$ cat config.mk
export PLATFORM = sky130hd
export DESIGN_NAME = dcr_bank
export DESIGN_NICKNAME = d
export VERILOG_FILES = /design/src/rtl/dcr_pkg.sv /design/src/rtl/dcr_launch_fsm.sv /design/src/rtl/dcr_bank.sv
export SDC_FILE = /design/constraint.sdc
export NUM_CORES = 1
export LEC_CHECK = 0
export ABC_AREA = 1
export CAP_MARGIN = 10
export CELL_PAD_IN_SITES_DETAIL_PLACEMENT = 2
export CELL_PAD_IN_SITES_GLOBAL_PLACEMENT = 2
export CORE_UTILIZATION = 31
export DETAILED_ROUTE_END_ITERATION = 10
export GPL_TIMING_DRIVEN = 0
export HOLD_SLACK_MARGIN = 0.12
export PLACE_DENSITY_LB_ADDON = 0.08
export SYNTH_ARGS = -nofsm -noshare
export SYNTH_HDL_FRONTEND = slang
export SYNTH_SLANG_ARGS = --single-unit
export TNS_END_PERCENT = 20
$ cat constraint.sdc
create_clock -name clk -period 1.8 [get_ports clk]
set_input_delay 0.18 -clock clk [delete_from_list [all_inputs] [get_ports clk]]
set_output_delay 0.18 -clock clk [all_outputs]
set_load 0.02 [all_outputs]
$ cat src/rtl/dcr_pkg.sv
// Shared definitions for the device control register bank: register map,
// STATUS bit positions and launch FSM state encoding.
package dcr_pkg;

    localparam int DCR_THREAD_COUNT = 0;
    localparam int DCR_BLOCK_DIM    = 1;
    localparam int DCR_PROG_BASE    = 2;
    localparam int DCR_CTRL         = 3;
    localparam int DCR_STATUS       = 4;
    localparam int DCR_SCRATCH0     = 5;

    localparam int CTRL_LAUNCH_BIT  = 0;
    localparam int ST_BUSY_BIT      = 0;
    localparam int ST_DONE_BIT      = 1;
    localparam int ST_ERR_BIT       = 2;

    typedef enum logic [1:0] {
        IDLE   = 2'd0,
        LAUNCH = 2'd1,
        RUN    = 2'd2
    } dcr_state_e;

endpackage

$ cat src/rtl/dcr_launch_fsm.sv
// Launch handshake to the dispatcher: one-cycle kernel_start, busy until
// kernel_done is seen in RUN, and a done-set strobe for STATUS.
module dcr_launch_fsm (
    input  logic clk,
    input  logic rst_n,
    input  logic launch_i,
    input  logic kernel_done_i,
    output logic busy_o,
    output logic kernel_start_o,
    output logic done_set_o
);
    import dcr_pkg::*;

    dcr_state_e state_q, state_d;

    always_ff @(posedge clk or negedge rst_n) begin
        if (!rst_n) state_q <= IDLE;
        else        state_q <= state_d;
    end

    always_comb begin
        state_d = state_q;
        case (state_q)
            IDLE:    if (launch_i) state_d = LAUNCH;
            LAUNCH:  state_d = RUN;
            RUN:     if (kernel_done_i) state_d = IDLE;
            default: state_d = IDLE;
        endcase
    end

    // Outputs decode straight from the state register so reset drops them at once.
    always_comb begin
        busy_o         = (state_q != IDLE);
        kernel_start_o = (state_q == LAUNCH);
        done_set_o     = (state_q == RUN) && kernel_done_i;
    end

endmodule

$ cat src/rtl/dcr_bank.sv
// Device control register bank: launch config, CTRL/STATUS and scratch
// registers behind an addressed port, with config locked while a kernel runs.
module dcr_bank #(
    parameter int DATA_WIDTH = 8,
    parameter int NUM_REGS   = 8,
    parameter int ADDR_WIDTH = 3
) (
    input  logic                  clk,
    input  logic                  reset,
    input  logic                  device_control_write_enable,
    input  logic [ADDR_WIDTH-1:0] device_control_addr,
    input  logic [DATA_WIDTH-1:0] device_control_data,
    input  logic                  device_control_read_enable,
    output logic [DATA_WIDTH-1:0] device_control_read_data,
    output logic                  device_control_read_valid,
    output logic                  write_error,
    output logic [DATA_WIDTH-1:0] thread_count,
    output logic [DATA_WIDTH-1:0] block_dim,
    output logic [DATA_WIDTH-1:0] prog_base,
    output logic                  kernel_start,
    input  logic                  kernel_done,
    output logic                  busy
);
    import dcr_pkg::*;

    localparam logic [ADDR_WIDTH-1:0] A_PB     = ADDR_WIDTH'(DCR_PROG_BASE);
    localparam logic [ADDR_WIDTH-1:0] A_CTRL   = ADDR_WIDTH'(DCR_CTRL);
    localparam logic [ADDR_WIDTH-1:0] A_STATUS = ADDR_WIDTH'(DCR_STATUS);
    localparam logic [ADDR_WIDTH-1:0] A_SCR    = ADDR_WIDTH'(DCR_SCRATCH0);
    localparam logic [ADDR_WIDTH:0]   NREGS    = (ADDR_WIDTH+1)'(NUM_REGS);

    logic [DATA_WIDTH-1:0] regs_q [NUM_REGS];
    logic [DATA_WIDTH-1:0] regs_d [NUM_REGS];
    logic [DATA_WIDTH-1:0] rd_q, rd_d, status_val;
    logic rv_q, werr_q, done_q, done_d, err_q, err_d;
    logic in_range, is_cfg, is_scr, launch_req, tc_zero, reject, launch_ok;
    logic st_wr, done_set;

    dcr_launch_fsm u_fsm (
        .clk           (clk),
        .rst_n         (reset),
        .launch_i      (launch_ok),
        .kernel_done_i (kernel_done),
        .busy_o        (busy),
        .kernel_start_o(kernel_start),
        .done_set_o    (done_set)
    );

    always_comb begin
        in_range   = ({1'b0, device_control_addr} < NREGS);
        is_cfg     = (device_control_addr <= A_PB);
        is_scr     = in_range && (device_control_addr >= A_SCR);
        launch_req = device_control_write_enable && (device_control_addr == A_CTRL)
                     && device_control_data[CTRL_LAUNCH_BIT];
        tc_zero    = (regs_q[DCR_THREAD_COUNT] == '0);
        reject     = device_control_write_enable &&
                     (!in_range || (is_cfg && busy) || (launch_req && (busy || tc_zero)));
        launch_ok  = launch_req && !busy && !tc_zero;
        st_wr      = device_control_write_enable && (device_control_addr == A_STATUS);

        regs_d = regs_q;
        if (device_control_write_enable && ((is_cfg && !busy) || is_scr))
            regs_d[device_control_addr] = device_control_data;

        // A sticky set in the same cycle as its W1C clear must win.
        done_d = done_set | (done_q & ~(st_wr & device_control_data[ST_DONE_BIT]));
        err_d  = reject   | (err_q  & ~(st_wr & device_control_data[ST_ERR_BIT]));

        status_val              = '0;
        status_val[ST_BUSY_BIT] = busy;
        status_val[ST_DONE_BIT] = done_q;
        status_val[ST_ERR_BIT]  = err_q;

        // Reads see pre-write state, so same-cycle read/write returns the old value.
        rd_d = rd_q;
        if (device_control_read_enable) begin
            if (!in_range || device_control_addr == A_CTRL) rd_d = '0;
            else if (device_control_addr == A_STATUS)       rd_d = status_val;
            else                                            rd_d = regs_q[device_control_addr];
        end
    end

    always_ff @(posedge clk or negedge reset) begin
        if (!reset) begin
            for (int i = 0; i < NUM_REGS; i++) regs_q[i] <= '0;
            rd_q   <= '0;
            rv_q   <= 1'b0;
            werr_q <= 1'b0;
            done_q <= 1'b0;
            err_q  <= 1'b0;
        end else begin
            regs_q <= regs_d;
            rd_q   <= rd_d;
            rv_q   <= device_control_read_enable;
            werr_q <= reject;
            done_q <= done_d;
            err_q  <= err_d;
        end
    end

    assign device_control_read_data  = rd_q;
    assign device_control_read_valid = rv_q;
    assign write_error               = werr_q;
    assign thread_count              = regs_q[DCR_THREAD_COUNT];
    assign block_dim                 = regs_q[DCR_BLOCK_DIM];
    assign prog_base                 = regs_q[DCR_PROG_BASE];

endmodule
==> impl_results.md <==
- Status: finished, final reports clean
- Final Util: 0.415
- Fmax: 0.597 GHz
- PD cells: 1080 nW/µm²
- Syn_nets: 396
- Hold wc startpoint: kernel_done
- Die span in y: 104 µm
- Total Power: 4.42 mW
- Worst rel slew slack: 0.423
- Hold depth: 3
- DIE WIDTH: 104 µm
- Crit-path max FO: 4
- # diodes: 0
- Worst slew pin tran: 0.866 ns
- CP Launch Type: register
- Worst Path Required: 1.62 ns
- IO Pins: 52
- Die Area: 10800 µm²
- Final hold violations: 0
- Via count of the first global-routing pass: 3049
- Initial DRC Count: 61
- Layout cells sized above 1: 0.179
- Post-DR wirelength/cell: 16.8 µm
- Gr ovfl total: 0
- Arrival time of the worst setup path: 1.49 ns
- Worst R2R Start: u_fsm.state_q[0]
- Clock slew at reported path FFs: 0.08 ns
- Floorplan Core Area: 9910 µm²
- Multi-input gate area: 1170 µm²
- Tot GR Track Use: 0.197
- Clock Skews: 0.0133 ns
- Num Clock Sinks: 65
- Critical Path Sink Type: primary output
- Via density: 4.79
- Crit Reg-Reg Endpoint: thread_count[2]
- Mapped Avg Cell Area: 8.49 µm²
- Syn Inst Count: 380
- Port Buf Inserts: 51
- Leakage: 2.02 nW
- Final wirelength: 9780 µm
- Fin Setup TNS: 0 ns
- Initial antenna violation count: 0
- Longest Clk Path Bufs: 2
- Fillers: 1138
- Final net count: 459
- Post-layout min period: 1.67 ns
- Crit Path Category: register to primary output
- Synth Register Bits: 65
- H-Tree Depth: 3
- Register Area: 1630 µm²
- Post-Place Setup Slack: -0.176 ns
- Synth warn: 0
- Largest net degree at the start of global routing: 66
- Dpl hpwl: 7320 µm
- Period Utilization, post-route: 0.930
- Peak supply drop: 0.319 mV
- HP Class: input port to register
- Register area share after synthesis: 0.504
- Min-Delay Endpoint: done_q
- Starting Density: 0.325
- Final weighted congestion in routability-driven placement: 0.796
- Via count: 2785
- Worst Reg-to-Reg Cells: 9
- Max cap viols: 0
- Clk Latency, worst-skew pair: 0.35 ns
- Flop2flop setup slack: 0.17 ns
- Router iterations before antenna repair: 4
- CTS root buf: clkbuf_8
- RSZ-0062 raised after global routing: false
- First-pass GRT wire length: 16400 µm
- Residual DRC count: 0
- CTS tree: yes
- Final number of max-transition violations: 0
- Cell variety after synth: 23
- Rows: 36
- Mapped Area: 3220 µm²
- Final ANT Viol Nets: 0
- Final setup viols: 0
- TritonCTS Buffers: 9
- Final setup margin: 0.126 ns
- Layout area overhead: 27.4%
- Postcts setup bufs: 0
cells by family (layout without fill, tap and decap cells):
| family | Yosys count | after routing | share of synthesized area |
|---|---|---|---|
| AO/OA/AOI/OAI | 65 | 65 | 0.123 |
| flip-flops | 65 | 65 | 0.504 |
| buffers and inverters | 72 | 140 | 0.132 |
| AND/OR/NAND/NOR | 178 | 178 | 0.240 |
routing by layer:
metal | up-vias | wire, µm | part of all wire | track usage
li1 | 1320 | - | - | -
met1 | 1406 | 4750 | 0.49 | 0.267
met2 | 51 | 4650 | 0.48 | 0.321
met3 | 8 | 278 | 0.028 | 0.0407
met4 | 0 | 109 | 0.011 | 0.0510
met5 | - | 0 | 0 | 0
power breakdown:
part / internal, mW / switching (mW)
logic: 0.592 / 0.648
registers: 1.72 / 0.194
clock network: 0.673 / 0.596
total: 2.99 / 1.44
synthesized netlist by cell type:
| library cell | count | area [µm²] |
|---|---|---|
| buf_6 | 7 | 78.8 |
| nor2_4 | 1 | 11.3 |
| o21ai_2 | 18 | 158 |
| nand2_4 | 3 | 33.8 |
| nand3_1 | 21 | 105 |
| buf_4 | 27 | 203 |
| nand2_1 | 124 | 465 |
| nor3_4 | 1 | 16.3 |
| nand2_2 | 2 | 12.5 |
| buf_2 | 1 | 5.00 |
| inv_1 | 32 | 120 |
| clkbuf_1 | 3 | 11.3 |
| o31ai_1 | 1 | 7.51 |
| o21ai_1 | 23 | 115 |
| inv_2 | 2 | 7.51 |
| dfrtp_1 | 65 | 1630 |
| nor2_1 | 15 | 56.3 |
| nand3_2 | 2 | 20.0 |
| nand4_1 | 7 | 43.8 |
| nor3_1 | 2 | 10.0 |
| o211ai_1 | 1 | 7.51 |
| o21ai_0 | 20 | 100 |
| a21oi_1 | 2 | 10.0 |
through the flow:
stage | cells | hold WS, ns | area [µm²]
after floorplan | 380 | -0.116 | 3220
after global placement | 564 | 0.440 | 3900
after detailed placement | 564 | 0.342 | 3900
after CTS | 581 | 0.406 | 4110
after global routing | 581 | 0.431 | 4110
final | 581 | 0.413 | 4110
layout by cell type (no fill, tap or decap), drive strengths merged, types with 2 or more instances in the layout:
cell type,n
buf,36
nand3,23
nor2,16
a21oi,2
clkbuf,14
nand2,129
nor3,3
clkinv,2
clkinvlp,2
clkdlybuf4s50,49
dfrtp,65
nand4,7
inv,34
o21ai,61
registers in the layout (all words and copies together) (netlist names):
name,cells
err_q,1
thread_count,8
regs_q,27
write_error,1
u_fsm.state_q,2
device_control_read_valid,1
device_control_read_data,8
prog_base,8
block_dim,8
done_q,1
area by class of cell:
type,instances,share of cell area
Buffer,38,0.0725
Clock inverter,5,0.0134
Multi-Input combinational cell,243,0.285
Clock buffer,11,0.0344
Inverter,34,0.0311
Sequential cell,65,0.396
Tap cell,133,0.0405
Timing Repair Buffer,52,0.127
worst max-delay path by stage:
stage               slack, ns                   start                          end
global placement        -1.80                   reset                    regs_q[5]
finish                   0.13         thread_count[3]              thread_count[3]
CTS                      0.03        u_fsm.state_q[1]                         busy
floorplan                0.38        u_fsm.state_q[0]              thread_count[2]
global route             0.02  device_control_addr[1]  device_control_read_data[1]
detailed placement      -0.18  device_control_addr[1]                   regs_q[22]
timing repair:
item / 4_1_cts / 5_1_grt
endpoints found under the hold margin: 65 / 0
endpoints found under the setup margin: 0 / 1
hold buffers: 1 / 0
gates resized for setup: 0 / 1
worst max-delay path, stage by stage (launching register included):
cell and delay (ns):
dfrtp_1 0.42, buf_4 0.13, clkdlybuf4s50_1 0.60
No activity file was read; power rests on OpenSTA's default activity.
